--- config.mk ---
export PLATFORM = sky130hd
export DESIGN_NAME = rom_fetch_sequencer
export DESIGN_NICKNAME = d
export VERILOG_FILES = /design/src/rtl/rom_fetch_sequencer_pkg.sv /design/src/rtl/rom_fetch_pc.sv /design/src/rtl/rom_fetch_sequencer.sv
export SDC_FILE = /design/constraint.sdc
export NUM_CORES = 1
export LEC_CHECK = 0
export CORE_MARGIN = 2
export CORE_UTILIZATION = 39
export CTS_CLUSTER_DIAMETER = 30
export CTS_CLUSTER_SIZE = 20
export DETAILED_ROUTE_END_ITERATION = 8
export PLACE_DENSITY_LB_ADDON = 0.3
export SYNTH_ARGS = -nofsm -noshare
export SYNTH_HDL_FRONTEND = slang
export SYNTH_SLANG_ARGS = --single-unit
--- constraint.sdc ---
create_clock -name clk -period 1.9 [get_ports clk]
set_clock_uncertainty 0.15 [all_clocks]
set_input_delay 0.19 -clock clk [delete_from_list [all_inputs] [get_ports clk]]
set_output_delay 0.19 -clock clk [all_outputs]
set_load 0.1 [all_outputs]
--- src/rtl/rom_fetch_sequencer_pkg.sv ---
// Shared definitions for the ROM fetch sequencer: FSM state encodings and default widths.
// HALT only exists when ROM_FETCH_HALT_EN is defined.
package rom_fetch_sequencer_pkg;

  localparam int DEF_ADDR_W = 12;
  localparam int DEF_DATA_W = 8;

  typedef enum logic [1:0] {
    IDLE  = 2'd0,
    FETCH = 2'd1,
    HOLD  = 2'd2
`ifdef ROM_FETCH_HALT_EN
    ,
    HALT  = 2'd3
`endif
  } fetch_state_t;

endpackage

--- src/rtl/rom_fetch_pc.sv ---
// Program counter for the ROM fetch sequencer: loadable up-counter with an all-ones flag.
module rom_fetch_pc #(
  parameter int                ADDR_W     = 12,
  parameter logic [ADDR_W-1:0] START_ADDR = '0
) (
  input  logic              clk,
  input  logic              reset,
  input  logic              load,
  input  logic              inc,
  input  logic [ADDR_W-1:0] load_addr,
  output logic [ADDR_W-1:0] pc,
  output logic              at_max
);

  localparam logic [ADDR_W-1:0] ONE = {{(ADDR_W-1){1'b0}}, 1'b1};

  // Load beats increment so a load coinciding with a handshake never advances the PC.
  always_ff @(posedge clk or posedge reset) begin
    if (reset)
      pc <= START_ADDR;
    else if (load)
      pc <= load_addr;
    else if (inc)
      pc <= pc + ONE;
  end

  assign at_max = &pc;

endmodule

--- src/rtl/rom_fetch_sequencer.sv ---
// Fetches bytes from the program ROM and hands them to decode over valid/ready.
// Define ROM_FETCH_HALT_EN to stop at the last address instead of wrapping to 0.
module rom_fetch_sequencer
  import rom_fetch_sequencer_pkg::*;
#(
  parameter int                ADDR_W     = DEF_ADDR_W,
  parameter int                DATA_W     = DEF_DATA_W,
  parameter logic [ADDR_W-1:0] START_ADDR = '0
) (
  input  logic                clk,
  input  logic                reset,
  input  logic                en,
  input  logic                load,
  input  logic [ADDR_W-1:0]   load_addr,
  output logic [ADDR_W-1:0]   rom_addr,
  input  logic [DATA_W-1:0]   rom_data,
  output logic [DATA_W/2-1:0] instr,
  output logic [DATA_W/2-1:0] oprnd,
  output logic                valid,
  input  logic                ready,
  output logic                wrapped,
  output logic                halted
);

  fetch_state_t      state;
  logic [ADDR_W-1:0] pc;
  logic              at_max;
  logic              accept;
  logic              pc_inc;

  // valid is high throughout HOLD, so the handshake reduces to HOLD && ready.
  assign accept   = (state == HOLD) && ready;
  assign rom_addr = pc;

`ifdef ROM_FETCH_HALT_EN
  assign pc_inc = accept && !at_max;
`else
  assign pc_inc = accept;
`endif

  rom_fetch_pc #(
    .ADDR_W    (ADDR_W),
    .START_ADDR(START_ADDR)
  ) u_pc (
    .clk      (clk),
    .reset    (reset),
    .load     (load),
    .inc      (pc_inc),
    .load_addr(load_addr),
    .pc       (pc),
    .at_max   (at_max)
  );

  // A load discards any held word and restarts from IDLE with cleared flags.
  always_ff @(posedge clk or posedge reset) begin
    if (reset) begin
      state   <= IDLE;
      instr   <= '0;
      oprnd   <= '0;
      valid   <= 1'b0;
      wrapped <= 1'b0;
`ifdef ROM_FETCH_HALT_EN
      halted  <= 1'b0;
`endif
    end else if (load) begin
      state   <= IDLE;
      valid   <= 1'b0;
      wrapped <= 1'b0;
`ifdef ROM_FETCH_HALT_EN
      halted  <= 1'b0;
`endif
    end else begin
      case (state)
        IDLE: begin
          if (en)
            state <= FETCH;
        end
        FETCH: begin
          instr <= rom_data[DATA_W-1:DATA_W/2];
          oprnd <= rom_data[DATA_W/2-1:0];
          valid <= 1'b1;
          state <= HOLD;
        end
        HOLD: begin
          if (ready) begin
            valid <= 1'b0;
`ifdef ROM_FETCH_HALT_EN
            if (at_max) begin
              state  <= HALT;
              halted <= 1'b1;
            end else begin
              state <= en ? FETCH : IDLE;
            end
`else
            if (at_max)
              wrapped <= 1'b1;
            state <= en ? FETCH : IDLE;
`endif
          end
        end
`ifdef ROM_FETCH_HALT_EN
        HALT: state <= HALT;
`endif
        default: state <= IDLE;
      endcase
    end
  end

`ifndef ROM_FETCH_HALT_EN
  assign halted = 1'b0;
`endif

endmodule

==> key figures, run 1 <==
Clock network
  – Postcts setup bufs: 0
  – Clk buf depth: 2
  – Post-cts repair resize count: 0
  – Root buffer cell: clkbuf_4
  – Clk slew on worst S/H paths: 130 ps
  – H-tree levels: 1
  – Clk_lat worst skew: 310 ps
  – Clock Sinks: 24
  – CTS buffer count: 3
  – CTS tree: done

Timing
  – RSZ-0062 raised after global routing: false
  – Slew Limit Fails: 0
  – Final period util: 0.873
  – TNS Setup: 0 ps
  – Fmax: 0.603 GHz
  – # setup viols final: 0
  – Hold Vio Cnt, Final: 0
  – Crit path time final: 1660 ps

Floorplan
  – Die W: 59.2 um
  – Die footprint: 3510 um^2
  – Core Region: 2980 um^2
  – DIE HEIGHT: 59.2 um
  – Initial core utilization: 0.400
  – Ports: 48
  – Site Rows: 20

Global route
  – Gr usage total: 0.154
  – Pin count of the biggest net entering global routing: 27
  – First-pass GRT wire length: 4180 um
  – Vias in the first global route: 996
  – Initial antenna violation count: 0
  – Grt ovf: 0

Place
  – GPL Wtd Cong: 0.735
  – Post-DP HPWL: 1980 um
  – Port-buffer cells: 46

Route
  – Average routed wire per standard cell: 13.3 um
  – DRC errors left: 0
  – Vias: 956
  – Post-route ant nets: 0
  – Total wire length: 2530 um
  – Drt pass-1 iters: 4
  – Starting DRT DRC Count: 5
  – Via density: 5.03

Setup path
  – Startpoint type of the worst setup path: flip-flop
  – CP max stage cell: dfrtp_4
  – Required time of the critical path: 1960 ps
  – Worst stage delay on the critical path: 540 ps
  – WS Path Type: reg2reg
  – CP endpoint kind: flip-flop
  – CP max FO: 5
  – Reg2reg start: u_pc.pc[0]
  – Critical path arrival: 1720 ps
  – Worst Setup SP: u_pc.pc[0]
  – Cell Chain, Critical Path: ha_1 -> nand3_1 -> nor4_2 -> xor2_1 -> mux2_2

Outcome
  – Status: finished, final reports clean

Final layout
  – Share of cells above drive strength 1: 0.357
  – Layout Nets: 184
  – Diode count: 0
  – Syn-to-layout area delta: 53.8%
  – Final Core Density: 0.615

Synth
  – Avg Inst Size Synth: 10.9 um^2
  – Mapped Area: 1190 um^2
  – Top cells by area, synth: dfrtp_1 (50%), mux2_2 (9.5%), xnor2_1 (5.2%)
  – Seq/Total Area, Yosys: 0.505
  – Syn Inst Count: 109
  – Yosys cell types: 28
  – Syn nets: 135
  – Synth Warn #: 0
  – Yosys reg bits: 24
  – Area share of the largest cell type after synthesis: 0.505
  – Yosys top cell by area: dfrtp_1

Job
  – Max_cap viols: 0

Min path
  – Hold Path Origin: load_addr[6]
  – Hold WC Path Type: in2reg

Power and ir drop
  – Peak supply drop: 703 uV
  – Leak: 0.743 nW
  – Pwr Density: 986 nW/um^2
==> path summary, 6_finish.rpt <==
kind | to | slack [ps] | cells after the start
setup / recovery | u_pc.pc[10] | 240 | 5
hold / removal | u_pc.pc[6] | 260 | 3
setup reg to reg | u_pc.pc[10] | 240 | 5
hold reg to reg | wrapped | 360 | 2
max in group asynchronous | u_pc.pc[1] | 610 | 4
min in group asynchronous | instr[1] | 570 | 3
==> cell usage in the layout, fill, tap and decap left out <==
cell,count
conb_1,1
nand2_1,15
nor4b_1,1
nand2b_1,2
dfrtp_1,13
nand3b_4,1
clkdlybuf4s50_1,24
mux2i_1,1
nor2_2,1
nor4_2,4
mux2_2,10
buf_4,13
nand4_4,1
xnor2_1,7
inv_1,2
a21oi_1,1
xor2_1,4
dfrtp_4,2
and3b_1,1
a31oi_1,1
clkbuf_4,3
nand3_1,4
o21ai_0,5
nor3_1,4
dlygate4sd3_1,1
dfrtp_2,9
ha_1,1
nor2b_1,1
clkbuf_8,1
o21ai_1,5
nand4_1,2
nor2_1,5
buf_12,11
==> power by group <==
group          internal, mW  switching (mW)
Combinational         0.255           0.621
Sequential            0.587          0.0764
Clock                 0.117           0.149
==> cell usage after synthesis <==
cell	n
o21ai_0	5
nor2_1	5
nor4_2	4
nor3_1	4
buf_2	1
nand3b_4	1
xnor2_1	7
inv_1	2
nand4_4	1
nand3_1	4
nand2b_1	2
nor2_2	1
conb_1	1
buf_4	1
and3b_1	1
ha_1	1
dfrtp_1	24
o21ai_1	5
clkbuf_1	3
xor2_1	4
nand2_1	15
mux2i_1	1
nand4_1	2
mux2_2	10
nor2b_1	1
a31oi_1	1
a21oi_1	1
nor4b_1	1
==> registers in the layout, indices dropped and copies added, names as in the netlist <==
register / count
u_pc.pc: 12
instr: 4
oprnd: 4
state: 2
valid: 1
wrapped: 1
==> routing by layer <==
| layer | up-vias | GRT usage | routed length [um] |
|---|---|---|---|
| li1 | 471 | - | - |
| met1 | 446 | 0.176 | 1010 |
| met2 | 39 | 0.289 | 1330 |
| met3 | 0 | 0.0393 | 186 |
| met4 | 0 | 0.0292 | 0 |
| met5 | - | 0 | 0 |
==> what timing repair did <==
action / in CTS / in global routing
setup endpoints to repair: 0 / 0
hold buffers: 1 / 0
hold endpoints to repair: 8 / 0
==> through the flow <==
stage | total power, mW | hold slack [ps] | cells | setup WS (ps) | cell area [um^2]
after global routing | 1.88 | 251 | 190 | 143 | 1830
final | 1.81 | 259 | 190 | 241 | 1830
after global placement | 1.54 | 327 | 185 | 69.5 | 1780
after floorplan | 1.28 | 54.0 | 109 | 35.4 | 1210
after CTS | 1.83 | 245 | 190 | 250 | 1830
after detailed placement | 1.55 | 335 | 185 | 28.6 | 1780
==> kinds of logic (layout without fill, tap and decap cells) <==
| logic type | Yosys count | in the layout | synth area share |
|---|---|---|---|
| AO/OA/AOI/OAI | 12 | 12 | 0.0515 |
| XOR/XNOR | 11 | 11 | 0.0810 |
| adder cells (fa/ha/maj) | 1 | 1 | 0.0105 |
| buffers and inverters | 7 | 55 | 0.0263 |
| flip-flops | 24 | 24 | 0.505 |
| multiplexers | 11 | 11 | 0.103 |
| other | 1 | 1 | 0.00315 |
| AND/OR/NAND/NOR | 42 | 42 | 0.220 |
==> cell type report <==
| cell class | instances | area [um^2] |
|---|---|---|
| Fill cell | 259 | 1150 |
| Sequential cell | 24 | 619 |
| Timing Repair Buffer | 49 | 568 |
| Multi-Input combinational cell | 78 | 558 |
| Tap cell | 33 | 41.3 |
| Clock buffer | 4 | 36.3 |
| Inverter | 2 | 7.51 |
==> critical path: cells and delay by family (launching register included) <==
kind	cells	cell delay, ps
adder cells (fa/ha/maj)	1	260
XOR/XNOR	1	140
AND/OR/NAND/NOR	2	220
flip-flops	1	540
multiplexers	1	260
Power figures use the tool's default switching activity.
==> run 2: changes to the inputs <==
==> constraint.sdc (replaced) <==
create_clock -name clk -period 2.1 [get_ports clk]
set_clock_uncertainty 0.15 [all_clocks]
set_input_delay 0.21 -clock clk [delete_from_list [all_inputs] [get_ports clk]]
set_output_delay 0.21 -clock clk [all_outputs]
set_load 0.1 [all_outputs]
==> key figures, run 2 (same netlist as run 1, synthesis figures left out) <==
Outcome
  – Status: finished, final reports clean

Setup path
  – Reg-to-reg slack, setup: 480 ps
  – Startpoint type of the worst setup path: flip-flop
  – CP endpoint kind: flip-flop
  – CP max FO: 9
  – WS Path Type: reg2reg
  – Required time of the critical path: 2150 ps
  – Critical path arrival: 1670 ps

Clock network
  – Post-cts repair resize count: 0
  – CTS tree: done
  – CTS buffer count: 3
  – Postcts setup bufs: 0
  – Clock Sinks: 24
  – Clk buf depth: 2
  – Hold buffer count at cts: 0
  – Root buffer cell: clkbuf_4
  – H-tree levels: 1
  – Clk_lat worst skew: 310 ps
  – Clk slew on worst S/H paths: 130 ps

Place
  – GPL Wtd Cong: 0.739
  – Port-buffer cells: 46
  – Placed cells: 185
  – Post-DP HPWL: 1850 um

Global route
  – Pin count of the biggest net entering global routing: 27
  – Initial antenna violation count: 0
  – Vias in the first global route: 959
  – First-pass GRT wire length: 4200 um
  – Grt ovf: 0
  – Gr usage total: 0.156

Final layout
  – Commonest non-fill, non-tap cells in the layout: clkdlybuf4s50_1 (24), buf_4 (24), dfrtp_1 (17), nand2_1 (15), mux2_2 (10)
  – Diode count: 0
  – Syn-to-layout area delta: 39.7%
  – Biggest register: u_pc.pc
  – Biggest regs: u_pc.pc x12, instr x4, oprnd x4
  – Final Core Density: 0.558
  – # fillers: 275
  – Max reg flops: 12
  – Layout Nets: 183
  – Share of cells above drive strength 1: 0.327
  – Layout Cells excl Fill: 189

Route
  – Starting DRT DRC Count: 25
  – DRC errors left: 0
  – Via density: 5.12
  – Total wire length: 2380 um
  – Vias: 967
  – Post-route ant nets: 0
  – Average routed wire per standard cell: 12.6 um
  – Drt pass-1 iters: 4

Job
  – Max_cap viols: 0

Power and ir drop
  – Leak: 0.691 nW
  – Pwr Density: 923 nW/um^2
  – Peak supply drop: 674 uV

Timing
  – TNS Setup: 0 ps
  – Final period util: 0.769
  – # setup viols final: 0
  – Crit path time final: 1620 ps
  – Fmax: 0.619 GHz
  – RSZ-0062 raised after global routing: false
  – Hold Vio Cnt, Final: 0
  – Slew Limit Fails: 0

Floorplan
  – Initial core utilization: 0.400
  – DIE HEIGHT: 59.2 um
  – Die W: 59.2 um
  – Site Rows: 20
  – Die footprint: 3510 um^2
  – Ports: 48
  – Core Region: 2980 um^2

Min path
  – Hold WC Path Type: in2async
-- run 2: final timing paths --
kind | from | to | cells after the start
min in group clk | load_addr[6] | u_pc.pc[6] | 3
setup reg to reg | state[0] | u_pc.pc[9] | 4
hold reg to reg | state[0] | state[0] | 1
max in group asynchronous | reset | u_pc.pc[3] | 3
hold / removal | reset | oprnd[0] | 3
setup / recovery | state[0] | u_pc.pc[9] | 4
-- run 2: metal layers --
metal | track usage | vias up | part of all wire
met4 | 0.0487 | 0 | 0.0050
li1 | - | 467 | -
met5 | 0 | - | 0
met3 | 0.0393 | 2 | 0.072
met1 | 0.186 | 465 | 0.42
met2 | 0.272 | 33 | 0.50
-- run 2: report_power, final --
part           switching, mW  total, mW  leakage (nW)  internal (mW)
logic                  0.558      0.740         0.390          0.181
clock network          0.134      0.208        0.0150         0.0740
registers             0.0597      0.588         0.286          0.528
-- run 2: cell type report --
class / count / area, um^2 / share of cell area
Sequential cell: 24 / 609 / 0.366
Clock buffer: 4 / 26.3 / 0.0158
Inverter: 2 / 7.51 / 0.00451
Timing Repair Buffer: 48 / 420 / 0.253
Tap cell: 33 / 41.3 / 0.0248
Multi-Input combinational cell: 78 / 558 / 0.336
-- run 2: through the flow --
step           total power [mW]  setup WS, ps  hold slack [ps]  instance area, um^2
6_report                   1.54           484             76.4                 1660
5_1_grt                    1.61           371             90.2                 1660
4_1_cts                    1.55           444             80.8                 1660
3_5_place_dp               1.34           197              347                 1640
3_3_place_gp               1.33           250              327                 1640
2_1_floorplan              1.16          84.6             74.1                 1200
-- run 2: critical path, cell delays in order (launching register included) --
cell and delay, ps:
dfrtp_1 440, nand3b_4 240, nor4_2 330, xor2_1 100, mux2_2 260
